==> src/rtl/battleship_turn_ctrl.sv <==
// Battleship game-state engine: boards, ship counts, cursor, turn and win detection.
// Optional TURN_TIMEOUT_EN adds an idle counter that forces a turn pass in AIM.
module battleship_turn_ctrl #(
    parameter int unsigned GRID_DIM   = 10,
    parameter int unsigned CELL_W     = 3,
    parameter int unsigned BOARD_SIZE = GRID_DIM * GRID_DIM * CELL_W
`ifdef TURN_TIMEOUT_EN
    ,
    parameter logic [31:0] TIMEOUT_CYC = 32'd500_000_000
`endif
) (
    input  logic                  clk,
    input  logic                  rst_n,
    input  logic                  load,
    input  logic [BOARD_SIZE-1:0] p1_layout,
    input  logic [BOARD_SIZE-1:0] p2_layout,
    input  logic                  btn_u,
    input  logic                  btn_d,
    input  logic                  btn_l,
    input  logic                  btn_r,
    input  logic                  btn_c,
    output logic [BOARD_SIZE-1:0] p1_board,
    output logic [BOARD_SIZE-1:0] p2_board,
    output logic [2:0]            p1_ships,
    output logic [2:0]            p2_ships,
    output logic [3:0]            cursor_x,
    output logic [3:0]            cursor_y,
    output logic                  turn,
    output logic                  game_over,
    output logic [1:0]            winner
);

    localparam logic [2:0] S_IDLE    = 3'd0;
    localparam logic [2:0] S_LOAD    = 3'd1;
    localparam logic [2:0] S_AIM     = 3'd2;
    localparam logic [2:0] S_FIRE    = 3'd3;
    localparam logic [2:0] S_RESOLVE = 3'd4;
    localparam logic [2:0] S_OVER    = 3'd5;

    localparam logic [3:0]        MAX_POS   = 4'(GRID_DIM - 1);
    localparam logic [CELL_W-1:0] CODE_MISS = CELL_W'(6);
    localparam logic [CELL_W-1:0] CODE_HIT  = CELL_W'(7);

    logic [2:0]        state;
    logic [2:0]        state_next;
    logic [5:0]        btn_now;
    logic [5:0]        btn_q;
    logic [5:0]        btn_rise;
    logic              load_rise;
    logic              c_rise;
    logic              u_rise;
    logic              d_rise;
    logic              l_rise;
    logic              r_rise;
    logic [6:0]        cur_idx;
    logic [CELL_W-1:0] opp_cell;
    logic [CELL_W-1:0] shot_code;
    logic [6:0]        shot_idx;
    logic [4:0][2:0]   p1_hits;
    logic [4:0][2:0]   p2_hits;
    logic              is_ship;
    logic [2:0]        shot_ship;
    logic [2:0]        tgt_hits;
    logic [2:0]        opp_ships;
    logic              sunk;
    logic              last_ship;
`ifdef TURN_TIMEOUT_EN
    logic [31:0]       idle_cnt;
`endif

    function automatic logic [2:0] ship_len(input logic [CELL_W-1:0] id);
        case (id)
            CELL_W'(1): ship_len = 3'd5;
            CELL_W'(2): ship_len = 3'd4;
            CELL_W'(3): ship_len = 3'd3;
            CELL_W'(4): ship_len = 3'd3;
            CELL_W'(5): ship_len = 3'd2;
            default:    ship_len = 3'd0;
        endcase
    endfunction

    // Rising-edge detection against one registered copy of every button
    assign btn_now   = {load, btn_c, btn_u, btn_d, btn_l, btn_r};
    assign btn_rise  = btn_now & ~btn_q;
    assign load_rise = btn_rise[5];
    assign c_rise    = btn_rise[4];
    assign u_rise    = btn_rise[3];
    assign d_rise    = btn_rise[2];
    assign l_rise    = btn_rise[1];
    assign r_rise    = btn_rise[0];

    assign cur_idx  = 7'(cursor_y * GRID_DIM + cursor_x);
    assign opp_cell = turn ? p1_board[CELL_W*cur_idx +: CELL_W]
                           : p2_board[CELL_W*cur_idx +: CELL_W];

    // Shot outcome; the target fleet belongs to the player not on turn
    always_comb begin
        is_ship   = (shot_code >= CELL_W'(1)) && (shot_code <= CELL_W'(5));
        shot_ship = is_ship ? 3'(shot_code - CELL_W'(1)) : 3'd0;
        tgt_hits  = turn ? p1_hits[shot_ship] : p2_hits[shot_ship];
        opp_ships = turn ? p1_ships : p2_ships;
        sunk      = is_ship && (3'(tgt_hits + 3'd1) == ship_len(shot_code));
        last_ship = sunk && (opp_ships == 3'd1);
    end

    always_ff @(posedge clk or negedge rst_n) begin
        if (!rst_n) begin
            state <= S_IDLE;
        end else begin
            state <= state_next;
        end
    end

    always_comb begin
        state_next = state;
        if (load_rise) begin
            state_next = S_LOAD;
        end else begin
            case (state)
                S_LOAD:    state_next = S_AIM;
                S_AIM:     if (c_rise) state_next = S_FIRE;
                S_FIRE:    state_next = S_RESOLVE;
                S_RESOLVE: state_next = last_ship ? S_OVER : S_AIM;
                default:   state_next = state;
            endcase
        end
    end

    always_ff @(posedge clk or negedge rst_n) begin
        if (!rst_n) begin
            btn_q     <= '0;
            p1_board  <= '0;
            p2_board  <= '0;
            p1_ships  <= 3'd5;
            p2_ships  <= 3'd5;
            p1_hits   <= '0;
            p2_hits   <= '0;
            cursor_x  <= 4'd0;
            cursor_y  <= 4'd0;
            turn      <= 1'b0;
            game_over <= 1'b0;
            winner    <= 2'd0;
            shot_code <= '0;
            shot_idx  <= 7'd0;
`ifdef TURN_TIMEOUT_EN
            idle_cnt  <= 32'd0;
`endif
        end else begin
            btn_q     <= btn_now;
            game_over <= (state_next == S_OVER);
`ifdef TURN_TIMEOUT_EN
            if (state != S_AIM) begin
                idle_cnt <= 32'd0;
            end
`endif
            // A load edge pre-empts every other action in the same cycle
            if (!load_rise) begin
                case (state)
                    S_LOAD: begin
                        p1_board <= p1_layout;
                        p2_board <= p2_layout;
                        p1_ships <= 3'd5;
                        p2_ships <= 3'd5;
                        p1_hits  <= '0;
                        p2_hits  <= '0;
                        cursor_x <= 4'd0;
                        cursor_y <= 4'd0;
                        turn     <= 1'b0;
                        winner   <= 2'd0;
                    end
                    S_AIM: begin
                        if (c_rise) begin
                        end else if (u_rise) begin
                            if (cursor_y != 4'd0) cursor_y <= cursor_y - 4'd1;
                        end else if (d_rise) begin
                            if (cursor_y != MAX_POS) cursor_y <= cursor_y + 4'd1;
                        end else if (l_rise) begin
                            if (cursor_x != 4'd0) cursor_x <= cursor_x - 4'd1;
                        end else if (r_rise) begin
                            if (cursor_x != MAX_POS) cursor_x <= cursor_x + 4'd1;
                        end
`ifdef TURN_TIMEOUT_EN
                        if (|btn_rise[4:0]) begin
                            idle_cnt <= 32'd0;
                        end else if (idle_cnt == TIMEOUT_CYC - 32'd1) begin
                            idle_cnt <= 32'd0;
                            turn     <= ~turn;
                            cursor_x <= 4'd0;
                            cursor_y <= 4'd0;
                        end else begin
                            idle_cnt <= idle_cnt + 32'd1;
                        end
`endif
                    end
                    S_FIRE: begin
                        shot_code <= opp_cell;
                        shot_idx  <= cur_idx;
                    end
                    S_RESOLVE: begin
                        // Codes 6/7 are repeat shots: nothing changes
                        if (shot_code == CELL_W'(0)) begin
                            if (turn) p1_board[CELL_W*shot_idx +: CELL_W] <= CODE_MISS;
                            else      p2_board[CELL_W*shot_idx +: CELL_W] <= CODE_MISS;
                            turn <= ~turn;
                        end else if (is_ship) begin
                            if (turn) begin
                                p1_board[CELL_W*shot_idx +: CELL_W] <= CODE_HIT;
                                p1_hits[shot_ship] <= p1_hits[shot_ship] + 3'd1;
                                if (sunk) p1_ships <= p1_ships - 3'd1;
                            end else begin
                                p2_board[CELL_W*shot_idx +: CELL_W] <= CODE_HIT;
                                p2_hits[shot_ship] <= p2_hits[shot_ship] + 3'd1;
                                if (sunk) p2_ships <= p2_ships - 3'd1;
                            end
                            if (last_ship) begin
                                winner <= turn ? 2'd2 : 2'd1;
                            end else begin
                                turn <= ~turn;
                            end
                        end
                    end
                    default: begin
                    end
                endcase
            end
        end
    end

endmodule
==> config.mk <==
export PLATFORM = sky130hd
export DESIGN_NAME = battleship_turn_ctrl
export DESIGN_NICKNAME = d
export VERILOG_FILES = /design/src/rtl/battleship_turn_ctrl.sv
export SDC_FILE = /design/constraint.sdc
export NUM_CORES = 1
export LEC_CHECK = 0
export CORE_AREA = 2 2 480 482
export CTS_CLUSTER_SIZE = 20
export DETAILED_ROUTE_END_ITERATION = 7
export DIE_AREA = 0 0 482 484
export GPL_ROUTABILITY_DRIVEN = 0
export PLACE_DENSITY = 0.36
export SYNTH_ARGS = -nofsm -noshare
export SYNTH_HDL_FRONTEND = slang
export SYNTH_SLANG_ARGS = --single-unit
==> constraint.sdc <==
create_clock -name clk -period 5.2 [get_ports clk]
set_input_delay 1.3 -clock clk [delete_from_list [all_inputs] [get_ports clk]]
set_output_delay 1.3 -clock clk [all_outputs]
set_load 0.05 [all_outputs]
==> results.toml <==
[timing]
period_minus_slack_ps = 4500
slew-limit-headroom_pct = 21.8
fin_skew_ps = 61.4
drv_slew = 0
setup-violations-final = 0
worstMarginPinSlew_ps = 1170
rsz0062_at_grt = "no"
hold_viol = 0
fin_setup_tns_ps = 0
max_freq_ghz = 0.222
period_share_pct = 86.5

[critical_path]
critical_path.cell_chain = "inv_1 -> ha_1 -> ha_1 -> nand4b_1 -> o221a_2 -> and2_1 -> nand2_1 -> o21ai_0 -> ha_1 -> xor2_1 -> nand2_1 -> o22ai_1 -> nand4b_1 -> nor2_2 -> o21ai_1 -> a32o_1"
max_stage_delay_ps = 590
crit_path_end_kind = "register"
critPathRequiredTime_ps = 5820
critPathLaunchType = "register"
crit_path_frequent_cell = "ha_1"
rr_startpoint = "shot_code[1]"
timing.rr.end = "winner[0]"
crit_arrival_ps = 5110
worstPathMaxFanout = 16
crit_slowest_cell = "ha_1"
rrSetupSlack_ps = 700
path_class = "register to register"
rr_worst_depth = 16

[hold_path]
hold_class = "register to register"
holdPathStages = 1
hp-start = "p2_board[155]"
min_to = "p2_board[155]"

[clock_network]
insertion_delay_ps = 770
cts_tree = "built"
ctsResizeCount = 0
clk_pin_slew_ps = 60
cts_buffers = 95
cts.hold.buffers_added = 0
ctsHtreeMaxLevel = 3
postCtsSetupRepairBufs = 0
root_buffer = "clkbuf_16"
max-clock-path-buffers = 3
cts.sinks = 667

[synth]
synth_seq_cells = 667
avgSynthCellArea_um2 = 11.8
synth_compound_gate_area_share_pct = 18.5
synth_edf_count = 0
synthFlopType = "dfrtp_1"
yosysWarnings = 0
synthesis.nets = 3528
syn-cell-area_mm2 = 0.0340
syn-instance-count = 2893
synthAdderAreaFrac_pct = 1.08
synth_top_family_by_area = "multiplexers"
synth_cell_types = 79
synthMuxAreaShare_pct = 18.9
synth_xor_area_share_pct = 0.666
async_flop_share_pct = 100
synthSimpleGateAreaFrac_pct = 8.11
yosysSeqAreaShare_pct = 49.1

[die]
dieArea_mm2 = 0.233
core_mm2 = 0.229
io_pins = 1226
num_rows = 176
fp.dieW_um = 482
initial_utilization_pct = 14.9
fp.dieH_um = 484

[power_and_ir_drop]
power_density_mw_per_mm2 = 914
leakage_uw = 0.0204
ir_drop_v = 0.000435
power_uw = 48900

[placed_design]
dpl.cell_count = 7048
dp_hpwl_um = 225000
io_buffer_count = 1225

[layout]
n_fill_cell = 24600
final_cells = 7262
multi_input_area_mm2 = 0.0162
num-nets-final = 4754
area_growth_pct = 57.3
register_area_mm2 = 0.0167
drive_gt1_share_pct = 15.5

[job]
max-cap-violations = 0

[routing]
vias_per_cell = 4.55
drc_errors = 0
ant_nets = 0
first_iter_violations = 2589
wirelength_um = 280000
wl_per_cell_um = 38.6
firstDrtPassIters = 5
vias = 33100

[grt]
globalRoute.totalOverflow = 0
grt_pass1_vias = 34000
grt_pass1_wl_um = 361000
grt_max_degree = 122
antenna_found_initial = 163
grt_usage_pct = 23.3

[status]
status = "completed"
-- cells by family (layout without fill, tap and decap cells) --
family / after synthesis / after routing
AOI/OAI and AO/OA: 864 / 864
DFF: 667 / 667
and+or+nand+nor: 649 / 649
muxes: 405 / 405
buffers and inverters: 256 / 1556
adders and majority gates: 27 / 27
xor gates and xnor gates: 25 / 25
other: 0 / 43
-- through the flow --
step / hold WS [ps] / setup slack, ps / area, µm² / utilization [%]
2_1_floorplan: 444 / 1450 / 34000 / -
3_3_place_gp: 494 / 624 / 50200 / 22.0
3_5_place_dp: 489 / 657 / 50200 / 22.0
4_1_cts: 502 / 626 / 53400 / 23.4
5_1_grt: 531 / 397 / 53400 / 23.4
6_report: 509 / 704 / 53500 / 23.4
-- report_power, final --
group / internal [µW] / leakage, µW / switching, µW
logic: 10300 / 0.0112 / 20700
clock network: 3970 / 0.00157 / 2920
registers: 7630 / 0.00762 / 3350
-- metal layers --
layer | track usage, % | up-vias | wire length (µm)
met1 | 30.5 | 17600 | 120000
met2 | 38.5 | 1667 | 133000
met4 | 5.37 | 44 | 6270
li1 | - | 13500 | -
met3 | 5.58 | 333 | 21100
met5 | 0 | - | 289
-- synthesized netlist by cell type, drive strengths merged (3+ instances only) --
cell type	number	share of area, %
nor2	270	3.0
or2	3	0.055
mux4	167	11
a31oi	7	0.13
nor4	4	0.074
fa	4	0.24
nand2b	12	0.22
a21o	5	0.11
o22ai	10	0.18
and3	7	0.13
a32o	8	0.24
nand4	8	0.15
dfrtp	663	49
mux2i	44	1.3
nor2b	10	0.18
nand3	24	0.35
a221oi	4	0.10
nor3	15	0.24
and4	3	0.077
or3	4	0.074
o21ai	200	3.0
o211ai	10	0.25
a21oi	129	1.9
o22a	402	10
xor2	10	0.28
nand3b	7	0.19
buf	95	1.9
a311oi	6	0.15
and2	21	0.39
a22o	46	1.2
mux2	194	6.4
ha	23	0.85
o31ai	4	0.088
xnor2	15	0.39
a211oi	11	0.24
clkbuf	117	1.3
dfstp	4	0.31
inv	43	0.47
o21a	5	0.11
nand2	253	2.8
-- final cells by class --
type	count	area share, %
Antenna cell	43	0.201
Clock inverter	33	0.739
Timing Repair Buffer	1341	24.9
Inverter	44	0.309
Multi-Input combinational cell	1970	30.3
Tap cell	3026	7.07
Sequential cell	667	31.2
Clock buffer	138	5.27
-- state kept, by name (all words and copies together), names as in the netlist, 4 cells and up --
name,cells
cursor_x,4
p2_board,300
cursor_y,4
shot_idx,7
p2_hits,15
p1_hits,15
btn_q,6
p1_board,300
-- worst max path at each step --
| stage | startpoint | to | slack (ps) | cells past startpoint |
|---|---|---|---|---|
| detailed placement | cursor_y[2] | shot_code[1] | 660 | 11 |
| global route | shot_code[1] | winner[0] | 400 | 16 |
| global placement | load | shot_code[0] | 620 | 8 |
| finish | shot_code[1] | winner[0] | 700 | 16 |
| floorplan | shot_code[0] | p1_ships[1] | 1450 | 17 |
| CTS | cursor_y[2] | shot_code[1] | 630 | 11 |
-- worst max-delay path, delay by kind of cell (launching register included) --
| kind | cells | cell delay (ps) |
|---|---|---|
| XOR/XNOR | 1 | 200 |
| flip-flops | 1 | 470 |
| AND/OR/NAND/NOR | 6 | 1570 |
| adder cells (fa/ha/maj) | 3 | 1010 |
| buffers and inverters | 1 | 130 |
| AO/OA/AOI/OAI | 5 | 970 |
-- layout by cell type, fill, tap and decap left out, types with 46 or more instances in the layout --
master,netlist,routed
clkbuf_16,0,96
a21oi_1,128,128
dfrtp_1,663,661
nor2_1,269,265
o21ai_0,195,195
clkdlybuf4s50_1,0,1224
o22a_1,402,402
nand2_1,253,248
buf_4,32,100
mux4_2,152,152
a22o_1,46,46
mux2_2,181,181
No activity file was read; power rests on OpenSTA's default activity.
